## src/rtl/vj_fx_pkg.sv

```systemverilog
// Shared types and default widths for the fixed-point Viola-Jones stage evaluator.
// Saturating accumulate is selected with `define STAGE_EVAL_SAT_EN.
package vj_fx_pkg;

    localparam int DEF_DATA_W   = 16;
    localparam int DEF_FRAC_W   = 12;
    localparam int DEF_ACC_W    = 24;
    localparam int DEF_MAX_FEAT = 256;
    localparam int DEF_CNT_W    = $clog2(DEF_MAX_FEAT + 1);

    typedef logic signed [DEF_DATA_W-1:0] data_t;
    typedef logic signed [DEF_ACC_W-1:0]  acc_t;
    typedef logic [DEF_CNT_W-1:0]         cnt_t;

    typedef enum logic [1:0] {
        IDLE,
        ACCUM,
        DRAIN,
        RESULT
    } state_t;

    function automatic acc_t sat_add(acc_t a, acc_t b);
        acc_t s;
        s = a + b;
        if (a[DEF_ACC_W-1] == b[DEF_ACC_W-1] && s[DEF_ACC_W-1] != a[DEF_ACC_W-1])
            s = a[DEF_ACC_W-1] ? {1'b1, {(DEF_ACC_W-1){1'b0}}}
                               : {1'b0, {(DEF_ACC_W-1){1'b1}}};
        return s;
    endfunction

endpackage

```

## src/rtl/weak_clf_fx.sv

```systemverilog
// Weak classifier datapath: P1 scaled node threshold, P2 left/right alpha select.
// Valid/last sidebands travel with the data; flush_i drops everything in flight.
module weak_clf_fx
    import vj_fx_pkg::*;
#(
    parameter int DATA_W = DEF_DATA_W,
    parameter int FRAC_W = DEF_FRAC_W
) (
    input  logic                     clk_i,
    input  logic                     rst_i,
    input  logic                     flush_i,
    input  logic                     in_valid_i,
    input  logic                     in_last_i,
    input  logic signed [DATA_W-1:0] feat_sum_i,
    input  logic signed [DATA_W-1:0] node_thr_i,
    input  logic signed [DATA_W-1:0] alpha_l_i,
    input  logic signed [DATA_W-1:0] alpha_r_i,
    input  logic [DATA_W-1:0]        var_norm_i,
    output logic                     out_valid_o,
    output logic                     out_last_o,
    output logic signed [DATA_W-1:0] alpha_o
);

    localparam int PW = 2 * DATA_W;

    logic signed [PW-1:0]     thr_x, norm_x, prod_d, prod_q, thr_s, sum_x;
    logic signed [DATA_W-1:0] sum_q, al_q, ar_q, alpha_q;
    logic                     v1_q, l1_q, v2_q, l2_q;

    // Norm is unsigned: zero-extend so the product stays a signed PW value.
    assign thr_x  = {{DATA_W{node_thr_i[DATA_W-1]}}, node_thr_i};
    assign norm_x = {{DATA_W{1'b0}}, var_norm_i};
    assign prod_d = thr_x * norm_x;
    assign thr_s  = prod_q >>> FRAC_W;
    assign sum_x  = {{DATA_W{sum_q[DATA_W-1]}}, sum_q};

    always_ff @(posedge clk_i or posedge rst_i) begin
        if (rst_i) begin
            v1_q    <= 1'b0;
            l1_q    <= 1'b0;
            v2_q    <= 1'b0;
            l2_q    <= 1'b0;
            prod_q  <= '0;
            sum_q   <= '0;
            al_q    <= '0;
            ar_q    <= '0;
            alpha_q <= '0;
        end else if (flush_i) begin
            v1_q <= 1'b0;
            v2_q <= 1'b0;
        end else begin
            v1_q <= in_valid_i;
            v2_q <= v1_q;
            if (in_valid_i) begin
                prod_q <= prod_d;
                sum_q  <= feat_sum_i;
                al_q   <= alpha_l_i;
                ar_q   <= alpha_r_i;
                l1_q   <= in_last_i;
            end
            if (v1_q) begin
                alpha_q <= (sum_x < thr_s) ? al_q : ar_q;
                l2_q    <= l1_q;
            end
        end
    end

    assign out_valid_o = v2_q;
    assign out_last_o  = l2_q;
    assign alpha_o     = alpha_q;

endmodule

```

## src/rtl/stage_eval_fx.sv

```systemverilog
// Stage evaluator top: window FSM, alpha accumulator, beat counter, result regs.
// `define STAGE_EVAL_SAT_EN makes the accumulator saturate instead of wrap.
module stage_eval_fx
    import vj_fx_pkg::*;
#(
    parameter  int DATA_W   = DEF_DATA_W,
    parameter  int FRAC_W   = DEF_FRAC_W,
    parameter  int ACC_W    = DEF_ACC_W,
    parameter  int MAX_FEAT = DEF_MAX_FEAT,
    localparam int CNT_W    = $clog2(MAX_FEAT + 1)
) (
    input  logic                     clk_i,
    input  logic                     rst_i,
    input  logic                     abort_i,
    input  logic                     feat_valid_i,
    output logic                     feat_ready_o,
    input  logic signed [DATA_W-1:0] feat_sum_i,
    input  logic signed [DATA_W-1:0] node_thr_i,
    input  logic signed [DATA_W-1:0] alpha_l_i,
    input  logic signed [DATA_W-1:0] alpha_r_i,
    input  logic                     feat_last_i,
    input  logic [DATA_W-1:0]        var_norm_i,
    input  logic signed [ACC_W-1:0]  stage_thr_i,
    output logic                     res_valid_o,
    input  logic                     res_ready_i,
    output logic                     res_pass_o,
    output logic signed [ACC_W-1:0]  res_sum_o,
    output logic [CNT_W-1:0]         res_cnt_o,
    output logic                     res_ovf_o
);

    localparam logic signed [ACC_W-1:0] ACC_MAX = {1'b0, {(ACC_W-1){1'b1}}};
    localparam logic signed [ACC_W-1:0] ACC_MIN = {1'b1, {(ACC_W-1){1'b0}}};

    state_t                    state_q;
    logic                      ready_q, ovf_q, p3_last_q, cmp_done_q;
    logic signed [ACC_W-1:0]   acc_q, acc_d, thr_q, alpha_x;
    logic [ACC_W:0]            acc_wide;
    logic [CNT_W-1:0]          cnt_q, cnt_inc;
    logic                      res_valid_q, res_pass_q, res_ovf_q;
    logic signed [ACC_W-1:0]   res_sum_q;
    logic [CNT_W-1:0]          res_cnt_q;
    logic                      accept, hit_max, eff_last;
    logic                      clf_valid, clf_last;
    logic signed [DATA_W-1:0]  clf_alpha;

    assign accept   = feat_valid_i & ready_q & ~abort_i;
    assign cnt_inc  = cnt_q + CNT_W'(1);
    assign hit_max  = (cnt_inc == CNT_W'(MAX_FEAT));
    assign eff_last = feat_last_i | hit_max;

    weak_clf_fx #(
        .DATA_W (DATA_W),
        .FRAC_W (FRAC_W)
    ) u_clf (
        .clk_i       (clk_i),
        .rst_i       (rst_i),
        .flush_i     (abort_i),
        .in_valid_i  (accept),
        .in_last_i   (eff_last),
        .feat_sum_i  (feat_sum_i),
        .node_thr_i  (node_thr_i),
        .alpha_l_i   (alpha_l_i),
        .alpha_r_i   (alpha_r_i),
        .var_norm_i  (var_norm_i),
        .out_valid_o (clf_valid),
        .out_last_o  (clf_last),
        .alpha_o     (clf_alpha)
    );

    assign alpha_x = ACC_W'(clf_alpha);

    always_comb begin
        acc_wide = {acc_q[ACC_W-1], acc_q} + {alpha_x[ACC_W-1], alpha_x};
        acc_d    = acc_wide[ACC_W-1:0];
`ifdef STAGE_EVAL_SAT_EN
        if (acc_wide[ACC_W] != acc_wide[ACC_W-1])
            acc_d = acc_wide[ACC_W] ? ACC_MIN : ACC_MAX;
`endif
    end

    always_ff @(posedge clk_i or posedge rst_i) begin
        if (rst_i) begin
            state_q     <= IDLE;
            ready_q     <= 1'b1;
            acc_q       <= '0;
            cnt_q       <= '0;
            ovf_q       <= 1'b0;
            thr_q       <= '0;
            p3_last_q   <= 1'b0;
            cmp_done_q  <= 1'b0;
            res_valid_q <= 1'b0;
            res_pass_q  <= 1'b0;
            res_sum_q   <= '0;
            res_cnt_q   <= '0;
            res_ovf_q   <= 1'b0;
        end else if (abort_i) begin
            state_q     <= IDLE;
            ready_q     <= 1'b1;
            acc_q       <= '0;
            cnt_q       <= '0;
            ovf_q       <= 1'b0;
            p3_last_q   <= 1'b0;
            cmp_done_q  <= 1'b0;
            res_valid_q <= 1'b0;
        end else begin
            if (clf_valid)
                acc_q <= acc_d;
            p3_last_q <= clf_valid & clf_last;
            if (accept) begin
                cnt_q <= cnt_inc;
                if (eff_last) begin
                    thr_q <= stage_thr_i;
                    ovf_q <= ~feat_last_i;
                end
            end
            unique case (state_q)
                IDLE, ACCUM: begin
                    if (accept) begin
                        state_q <= eff_last ? DRAIN : ACCUM;
                        ready_q <= ~eff_last;
                    end
                end
                DRAIN: begin
                    // Compare is registered one cycle after the last alpha lands.
                    if (p3_last_q) begin
                        res_pass_q <= (acc_q >= thr_q);
                        res_sum_q  <= acc_q;
                        res_cnt_q  <= cnt_q;
                        res_ovf_q  <= ovf_q;
                        cmp_done_q <= 1'b1;
                    end
                    if (cmp_done_q) begin
                        cmp_done_q  <= 1'b0;
                        res_valid_q <= 1'b1;
                        state_q     <= RESULT;
                    end
                end
                RESULT: begin
                    if (res_ready_i) begin
                        res_valid_q <= 1'b0;
                        acc_q       <= '0;
                        cnt_q       <= '0;
                        ovf_q       <= 1'b0;
                        state_q     <= IDLE;
                        ready_q     <= 1'b1;
                    end
                end
            endcase
        end
    end

    assign feat_ready_o = ready_q;
    assign res_valid_o  = res_valid_q;
    assign res_pass_o   = res_pass_q;
    assign res_sum_o    = res_sum_q;
    assign res_cnt_o    = res_cnt_q;
    assign res_ovf_o    = res_ovf_q;

endmodule
```

## config.mk

```make
export PLATFORM = sky130hd
export DESIGN_NAME = stage_eval_fx
export DESIGN_NICKNAME = d
export VERILOG_FILES = /design/src/rtl/vj_fx_pkg.sv /design/src/rtl/weak_clf_fx.sv /design/src/rtl/stage_eval_fx.sv
export SDC_FILE = /design/constraint.sdc
export NUM_CORES = 1
export LEC_CHECK = 0
export ABC_AREA = 1
export BUFFER_PORTS_ARGS = -buffer_cell sky130_fd_sc_hd__clkbuf_2
export CAP_MARGIN = 20
export CORE_MARGIN = 4
export CORE_UTILIZATION = 60
export CTS_CLUSTER_DIAMETER = 30
export CTS_CLUSTER_SIZE = 10
export DETAILED_ROUTE_END_ITERATION = 10
export GPL_TIMING_DRIVEN = 0
export HOLD_SLACK_MARGIN = 0.12
export PLACE_DENSITY = 0.84
export SYNTH_ARGS = -nofsm -noshare
export SYNTH_HDL_FRONTEND = slang
export SYNTH_SLANG_ARGS = --single-unit
```

## constraint.sdc

```tcl
create_clock -name clk_i -period 8.3 [get_ports clk_i]
set_clock_uncertainty 0.15 [all_clocks]
set_input_delay 0.83 -clock clk_i [delete_from_list [all_inputs] [get_ports clk_i]]
set_output_delay 0.83 -clock clk_i [all_outputs]
set_load 0.02 [all_outputs]
```

* Word level (Yosys, flattened, before mapping)
Index checks and enable logic that the tools add are counted.
W data, S select, Z words.
** Word-level totals
- Register bits after elaboration :: 199
- Logic and storage cells :: 88
** Cells by class
- $add $sub $neg :: 2
- Multiply operators :: 1
- Magnitude comparators :: 2
- Eq/ne operators :: 7
- Multiplexer cells :: 35
- Bitwise logic cells :: 7
- Reductions and logical operators :: 12
** Operators by type and width (count)
- $mux W24 :: 4
- $mux W9 :: 4
- $mul A16 B17 Y32 :: 1
- $add A24 B16 Y24 :: 1
- $ge A24 B24 Y1 :: 1
- $lt A16 B20 Y1 :: 1
- $mux W1 :: 18
- $mux W16 :: 1
- $reduce_and A3 Y1 :: 5
- $mux W2 :: 5
- $add A9 B1 Y9 const B :: 1
- $eq A9 B9 Y1 const B :: 1
- $ne A3 B3 Y1 const B :: 2
- $pmux W2 S3 :: 1
- $reduce_bool A3 Y1 :: 2
- $eq A2 B2 Y1 const B :: 2
- $pmux W1 S2 :: 2
- $reduce_and A2 Y1 :: 2
- $and A1 B1 Y1 :: 3
- $ne A3 B2 Y1 const B :: 1
- $not A1 Y1 :: 3
- $eq A2 B1 Y1 const B :: 1
- $logic_not A2 Y1 :: 1
- $reduce_bool A2 Y1 :: 1
- 2 further kinds :: 2

* Depth between registers and ports, before layout
Gate-level depths: netlist of the first run.
- Word-level depth :: 8
- Mapped depth :: 26

* Hierarchy
A second synthesis of the first run with hierarchy kept.
** Unflattened totals
- Cell total of the unflattened synthesis :: 2628
- Area, all modules :: 19525.0 um^2
** Modules (own cells, without submodules)
- weak_clf_fx :: times used 1, cells an instance 1750, area an instance 13172.6 um^2, sequential area each 2202.1 um^2
- stage_eval_fx :: times used 1, cells an instance 878, area an instance 6352.3 um^2, sequential area each 2478.6 um^2

* Worst setup path before layout of the first run
OpenSTA, ideal clock, no wires.
- Path kind :: input-to-reg
- Start point :: input port node_thr_i[2]
- End point :: register u_clf.prod_q[17]
- Arrival :: 5.686 ns
- Slack :: 2.333 ns
- Stages on the path :: 24
- Path buffers :: 2
- Cells stage by stage :: clkbuf_1 -> clkbuf_1 -> nand2_1 -> fa_1 -> fa_1 -> fa_1 -> inv_1 -> fa_1 -> fa_1 -> inv_1 -> fa_1 -> inv_1 -> ha_1 -> nand2_1 -> nor2_1 -> inv_1 -> nor3_1 -> nand2_1 -> nand2_1 -> nand2_1 -> nand2_1 -> nand2_1 -> nand3_1 -> o21ai_0
** Between the ends
- Cells in the longest elaborated chain, start to end :: 1
** Ends and longest elaborated chain
- from (decl) :: RTL line stage_eval_fx.sv:18 : input logic signed [DATA_W-1:0] node_thr_i,
- $mul A16 B17 Y32 :: RTL line weak_clf_fx.sv:33 : assign prod_d = thr_x * norm_x;
- to (signal assigned) :: RTL line weak_clf_fx.sv:55 : prod_q <= prod_d;
- to (decl) :: RTL line weak_clf_fx.sv:26 : logic signed [PW-1:0] thr_x, norm_x, prod_d, prod_q, thr_s, sum_x;
Every way passes these cells.
A chain may end at the register's enable or synchronous reset.

* Final worst setup path of the first run
- Start point :: input port var_norm_i[7]
- End point :: register u_clf.prod_q[23]
** Between the ends
- Cells in the longest elaborated chain, start to end :: 1
** Ends and longest elaborated chain
- from (decl) :: RTL line stage_eval_fx.sv:22 : input logic [DATA_W-1:0] var_norm_i,
- $mul A16 B17 Y32 :: RTL line weak_clf_fx.sv:33
Every way passes these cells.

==> impl_metrics.py, run 1 <==
metrics = {
    "status": {
        "status": "finished clean",
    },
    "hold_path": {
        "hold_path_class": "input pin to async pin",
    },
    "die": {
        "dieArea_sq_um": 35300,
        "die_w_um": 188,
        "rows": 65,
        "start_util": 0.611,
        "core-area_sq_um": 31800,
        "die_y_um": 188,
        "ioPinCount": 147,
    },
    "synth": {
        "synth_edf_count": 0,
        "synth_top_family_by_area": "adder cells",
        "synth.area.mux_share": 0.00463,
        "synth_top_area_cell": "dfrtp_1",
        "synthesis.nets": 3095,
        "syn_inst": 2610,
        "yosysTopAreaCellShare": 0.239,
        "synthesis.area_sq_um": 19400,
        "postSynthAreaPerCell_sq_um": 7.45,
        "synthAdderAreaFrac": 0.316,
        "synth_cell_types": 44,
        "ys_async_sr_fraction": 1.00,
        "ys_ff_latch": 187,
        "synth.most_common_cell": "nand2_1",
        "ys.flop_type": "dfrtp_1",
        "synthTopCellsByArea": "dfrtp_1, fa_1, nand2_1",
        "yosys.area_share.simple": 0.232,
        "synth_xor_area_frac": 0.00631,
        "yosysWarnings": 0,
        "synth_compound_gate_area_share": 0.0666,
        "yosysSeqAreaShare": 0.241,
        "synth_common_cells": "nand2_1, inv_1, fa_1, dfrtp_1, ha_1",
    },
    "sta": {
        "period_share": 0.828,
        "finalCriticalPeriod_ns": 6.87,
        "slew_viol_final": 0,
        "worstMarginPinSlew_ns": 0.786,
        "setup_slack_ns": 1.43,
        "hold_slack_ns": 0.235,
        "hold_violations": 0,
        "max_slew_margin": 0.476,
        "setup-tns-final_ns": 0,
        "fmax_mhz": 145,
        "finalSetupViolations": 0,
        "grt_setup_unrepaired": "no",
    },
    "placement": {
        "placedCellCount": 3170,
        "dp_slack_ns": 1.13,
        "place_congestion": 0.993,
        "io_buffer_count": 124,
        "place_hpwl_um": 45700,
    },
    "route": {
        "wire_per_inst_um": 17.6,
        "route.detailed.drc": 0,
        "dr.first_iter.drc_count": 1542,
        "vias": 17500,
        "wirelength_um": 56300,
        "ant_nets": 0,
        "first_pass_iters": 5,
        "via_per_inst": 5.46,
    },
    "critical_path": {
        "cp_top_family": "adder cells",
        "reg2reg_setup_slack_ns": 5.76,
        "critPathMaxStageDelay_ns": 0.63,
        "crit_chain": "clkbuf_1 -> clkbuf_1 -> nand2_1 -> fa_1 -> inv_1 -> fa_1 -> inv_1 -> fa_1 -> inv_1 -> fa_1 -> fa_1 -> inv_1 -> fa_1 -> inv_1 -> ha_1 -> a21oi_1 -> o21ai_0 -> a21oi_1 -> nand2_1 -> nand2_1 -> nand2_1 -> nand2_1 -> nand3_1 -> nand2_1",
        "worstSetupPathType": "input pin to flip-flop",
        "cp_max_fo": 10,
        "crit_buf_inv": 7,
        "rr_endpoint": "u_clf.prod_q[23]",
        "startpoint_type": "input pin",
        "worstPathRequired_ns": 8.53,
        "arrival_ns": 7.10,
        "cp-end-kind": "flip-flop",
        "r2r_start": "feat_ready_o",
        "crit_slowest_cell": "clkbuf_1",
        "ff2ff_path_depth": 6,
    },
    "clock_network": {
        "cts_num_sinks": 187,
        "htree_num_levels": 4,
        "cts_root_buf": "clkbuf_16",
        "cts_resized": 0,
        "cts_made_buffers": 17,
        "clk_pin_slew_ns": 0.07,
        "clockBufferDepth": 2,
        "cts_tree": "done",
        "cts_setup_buffers": 0,
        "insertion_delay_ns": 0.45,
        "cts-hold-fix-buffers": 0,
    },
    "power_and_ir_drop": {
        "p_leak_uw": 0.0124,
        "intPower_uw": 3720,
        "swShare": 0.549,
        "switchingPower_uw": 4540,
        "p_clk_frac": 0.096,
        "p_per_area_nw_per_um2": 389,
        "p_seq_frac": 0.160,
        "p_comb_frac": 0.744,
        "peakVddDrop_v": 0.000348,
    },
    "layout": {
        "filler_cell_count": 2757,
        "syn_to_final_growth_pct": 9.06,
        "instances_no_fill": 3202,
        "drive_gt1_frac": 0.0734,
        "diodes": 0,
        "final_nets": 3239,
    },
    "grt": {
        "grtUsageTotal": 0.324,
        "grt_pass1_vias": 17700,
        "grt_max_degree": 137,
        "grt_overflow": 0,
        "grt_first_pass_wirelength_um": 91400,
        "antenna_found_initial": 0,
    },
    "job": {
        "maxCapViolations": 0,
    },
}
==> per-stage QoR <==
stage	total power [uW]	util	cell area [sq um]
global placement	7180	0.648	20600
CTS	8210	0.667	21200
detailed placement	7360	0.649	20600
global route	9150	0.667	21200
finish	8260	0.667	21200
floorplan	5670	-	19400
==> logic make-up (layout without fill, tap and decap cells) <==
group,Yosys count,after routing
and+or+nand+nor,1100,1100
buffers and inverters,682,839
adders and majority gates,375,375
AOI/OAI and AO/OA,244,244
DFF,187,187
xor gates and xnor gates,14,14
muxes,8,8
==> layout by cell type, fill, tap and decap left out, types with 14 or more instances in the layout <==
master | synthesis | layout
nand2_1 | 789 | 789
inv_1 | 584 | 583
fa_1 | 194 | 194
dfrtp_1 | 186 | 186
ha_1 | 181 | 181
clkbuf_2 | 0 | 124
nand3_1 | 118 | 118
o21ai_0 | 110 | 110
nor2_1 | 109 | 109
a21oi_1 | 101 | 101
clkbuf_1 | 81 | 81
nand3b_1 | 20 | 20
nor3_1 | 20 | 20
clkbuf_16 | 0 | 17
nand4_1 | 16 | 16
or2_2 | 14 | 14
==> sequential cells by signal, indices dropped and copies added (netlist names), 2 cells and up <==
register,flops
acc_q,24
cnt_q,9
res_cnt_o,9
res_sum_o,24
state_q,2
thr_q,24
u_clf.al_q,16
u_clf.alpha_o,16
u_clf.ar_q,16
u_clf.prod_q,20
u_clf.sum_q,16
==> layout make-up <==
cell class / count / area, sq um / share of cell area
Multi-Input combinational cell: 1741 / 12200 / 0.574
Clock buffer: 18 / 439 / 0.0207
Timing Repair Buffer: 125 / 648 / 0.0306
Tap cell: 435 / 544 / 0.0257
Sequential cell: 187 / 4680 / 0.221
Inverter: 587 / 2210 / 0.104
Buffer: 95 / 393 / 0.0185
Clock inverter: 14 / 123 / 0.00578
==> how the worst max path moves through the flow <==
stage	to	cells past startpoint	slack, ns	from
finish	u_clf.prod_q[23]	24	1.43	var_norm_i[7]
global route	u_clf.prod_q[31]	26	1.20	var_norm_i[7]
CTS	u_clf.prod_q[23]	24	1.58	var_norm_i[7]
detailed placement	u_clf.prod_q[23]	26	1.13	var_norm_i[7]
global placement	thr_q[13]	2	0.40	rst_i
floorplan	acc_q[0]	1	2.24	rst_i
==> power groups by stage <==
stage	Combinational, uW	Sequential, uW	Clock [uW]
finish	6140	1320	793
detailed placement	6030	1330	0
floorplan	4400	1270	0
CTS	6100	1310	793
global route	6970	1340	839
global placement	5860	1320	0
==> metal layers <==
layer / routed length, um / GRT usage / part of all wire / vias to the layer above
met5: 0 / 0 / 0 / -
met4: 1400 / 0.0872 / 0.025 / 0
met3: 5120 / 0.0631 / 0.091 / 110
met2: 25600 / 0.509 / 0.46 / 767
met1: 24100 / 0.464 / 0.43 / 8464
li1: - / - / - / 8149
Note: power is estimated with default switching activity, not from simulation.
==> run 2: changes to the inputs <==
--- a/config.mk
+++ b/config.mk
@@ -9,13 +9,13 @@
 export BUFFER_PORTS_ARGS = -buffer_cell sky130_fd_sc_hd__clkbuf_2
 export CAP_MARGIN = 20
 export CORE_MARGIN = 4
-export CORE_UTILIZATION = 60
+export CORE_UTILIZATION = 57
 export CTS_CLUSTER_DIAMETER = 30
 export CTS_CLUSTER_SIZE = 10
 export DETAILED_ROUTE_END_ITERATION = 10
 export GPL_TIMING_DRIVEN = 0
 export HOLD_SLACK_MARGIN = 0.12
-export PLACE_DENSITY = 0.84
+export PLACE_DENSITY = 0.83
 export SYNTH_ARGS = -nofsm -noshare
 export SYNTH_HDL_FRONTEND = slang
 export SYNTH_SLANG_ARGS = --single-unit
==> constraint.sdc (replaced) <==
create_clock -name clk_i -period 5.95 [get_ports clk_i]
set_clock_uncertainty 0.15 [all_clocks]
set_input_delay 0.595 -clock clk_i [delete_from_list [all_inputs] [get_ports clk_i]]
set_output_delay 0.595 -clock clk_i [all_outputs]
set_load 0.02 [all_outputs]
==> run 2 against run 1 <==
  * Clock power is 58% higher
  * Combinational power is 42% higher
  * Critical path depth stayed put
  * Sequential power is 40% higher
  * Register-to-register slack worse by 2.4 ns
  * Non-clock buffer count is 3 lower
==> impl_metrics.py, run 2 (synthesis gave the netlist of run 1 again) <==
metrics = {
    "status": {
        "status": "finished clean",
    },
    "power_and_ir_drop": {
        "switchingPower_uw": 6390,
        "intPower_uw": 5430,
        "p_comb_frac": 0.738,
        "peakVddDrop_v": 0.000572,
        "p_clk_frac": 0.106,
        "p_seq_frac": 0.156,
        "swShare": 0.541,
        "p_leak_uw": 0.0126,
        "p_per_area_nw_per_um2": 550,
    },
    "route": {
        "via_per_inst": 5.34,
        "wl_met2_um": 25400,
        "vias": 17200,
        "ant_nets": 0,
        "route.detailed.drc": 0,
        "wirelength_um": 55200,
        "first_pass_iters": 6,
        "wl_met3_um": 4200,
        "dr.first_iter.drc_count": 1506,
        "wire_per_inst_um": 17.2,
        "met1Wirelength_um": 24200,
        "dr.max_layer_used": "met4",
    },
    "grt": {
        "grt_overflow": 0,
        "antenna_found_initial": 0,
        "grt_pass1_vias": 17300,
        "grtUsageTotal": 0.306,
        "grt_max_degree": 131,
        "grt_first_pass_wirelength_um": 89200,
    },
    "critical_path": {
        "startpoint_type": "input pin",
        "r2r_start": "acc_q[2]",
        "cpMostUsedCell": "nand2_1",
        "reg2reg_setup_slack_ns": 3.37,
        "crit_slowest_cell": "fa_1",
        "arrival_ns": 5.93,
        "cp-end-kind": "flip-flop",
        "ff2ff_path_depth": 10,
        "crit_chain": "buf_2 -> buf_6 -> nand2_1 -> fa_1 -> fa_1 -> fa_1 -> inv_1 -> fa_1 -> fa_1 -> inv_1 -> fa_1 -> inv_1 -> ha_2 -> nand2_1 -> nor2_1 -> inv_1 -> nor3_1 -> nand2_1 -> nand2_1 -> nand2_1 -> nand2_1 -> nand2_1 -> nand3_1 -> nand2_1",
        "worstSetupPathType": "input pin to flip-flop",
        "critPathMaxStageDelay_ns": 0.53,
        "cp_max_fo": 10,
        "worstPathRequired_ns": 6.14,
        "rr_endpoint": "acc_q[9]",
    },
    "die": {
        "ioPinCount": 147,
        "die_w_um": 193,
        "start_util": 0.578,
        "dieArea_sq_um": 37100,
        "die_y_um": 193,
        "rows": 67,
        "core-area_sq_um": 33600,
    },
    "clock_network": {
        "insertion_delay_ns": 0.45,
        "clockBufferDepth": 2,
        "cts_num_sinks": 187,
        "cts_setup_buffers": 0,
        "clk_pin_slew_ns": 0.07,
        "htree_num_levels": 4,
        "cts_made_buffers": 17,
        "cts_tree": "done",
        "cts_root_buf": "clkbuf_16",
    },
    "sta": {
        "setup_slack_ns": 0.206,
        "worstMarginPinSlew_ns": 0.734,
        "period_share": 0.965,
        "hold_violations": 0,
        "fmax_mhz": 174,
        "finalCriticalPeriod_ns": 5.74,
        "slew_viol_final": 0,
        "finalSetupViolations": 0,
        "max_slew_margin": 0.511,
    },
    "hold_path": {
        "min_to": "u_clf.sum_q[14]",
        "hold_path_class": "input pin to flip-flop",
        "min_from": "feat_sum_i[14]",
        "min_path_cells": 3,
    },
    "placement": {
        "place_hpwl_um": 45000,
        "placed_cell_area_sq_um": 20700,
        "io_buffer_count": 124,
        "dp_slack_ns": -0.887,
        "place_congestion": 0.949,
    },
    "layout": {
        "layout_commonest_cell": "nand2_1",
        "filler_cell_count": 2930,
        "drive_gt1_frac": 0.0944,
        "fin_area_sq_um": 21500,
        "multiInputGateArea_sq_um": 12200,
        "final_nets": 3236,
        "diodes": 0,
        "syn_to_final_growth_pct": 10.6,
        "regArea_sq_um": 4680,
        "final_cell_mix": "nand2_1, inv_1, fa_1, dfrtp_1, ha_1",
    },
    "job": {
        "maxCapViolations": 0,
    },
}
-- run 2: changes by cell type in the layout (fill, tap and decap cells not counted), moves of 6 or more --
cell | before | now
clkbuf_1 | 81 | 29
clkbuf_2 | 124 | 140
clkbuf_4 | 0 | 12
buf_6 | 3 | 12
buf_2 | 5 | 11
-- run 2: critical path: cells and delay by family --
kind | cells | cell delay, ns
buffers and inverters | 6 | 0.71
adder cells (fa/ha/maj) | 7 | 3.42
AND/OR/NAND/NOR | 11 | 1.17
-- run 2: power by group through the flow --
stage / logic [uW] / clock network [uW] / registers [uW]
after global placement: 8200 / 0 / 1840
after floorplan: 6140 / 0 / 1770
final: 8720 / 1250 / 1850
after CTS: 8490 / 1260 / 1840
after global routing: 9960 / 1310 / 1870
after detailed placement: 8380 / 0 / 1850
-- run 2: metrics by stage --
step                total power [uW]  utilization  setup TNS [ns]  hold WS, ns  cells
floorplan                       7910            -               0        0.283   2610
global placement               10000        0.614         -332.37        0.297   3182
detailed placement             10200        0.615          -15.71        0.300   3183
CTS                            11600        0.636               0        0.189   3213
global route                   13100        0.640         -0.0402        0.190   3212
finish                         11800        0.640               0        0.193   3212
-- run 2: cell type report --
class | instances | share of cell area
clock inverter | 14 | 0.00954
inverter | 587 | 0.103
clock buffer | 18 | 0.0204
multi-input combinational | 1741 | 0.568
sequential | 187 | 0.218
buffer | 91 | 0.0249
tap | 448 | 0.0261
timing repair buffer | 126 | 0.0307
-- run 2: repair_timing --
item	CTS	global route
gates resized for setup	46	99
hold endpoints to repair	57	0
hold buffers	1	0
setup endpoints to repair	20	20
-- run 2: worst max-delay path by stage --
stage | to | slack, ns | startpoint
final | u_clf.prod_q[23] | 0.21 | var_norm_i[11]
after floorplan | acc_q[0] | 0.12 | rst_i
after global placement | res_cnt_o[4] | -1.73 | rst_i
after global routing | u_clf.prod_q[31] | -0.02 | node_thr_i[8]
after CTS | u_clf.prod_q[28] | 0.002 | var_norm_i[14]
after detailed placement | u_clf.prod_q[14] | -0.89 | var_norm_i[8]
-- run 2: layer usage --
layer,global-route usage,vias to the layer above
li1,-,8144
met1,0.431,8220
met2,0.492,693
met3,0.0601,99
met4,0.0757,0
met5,0,-
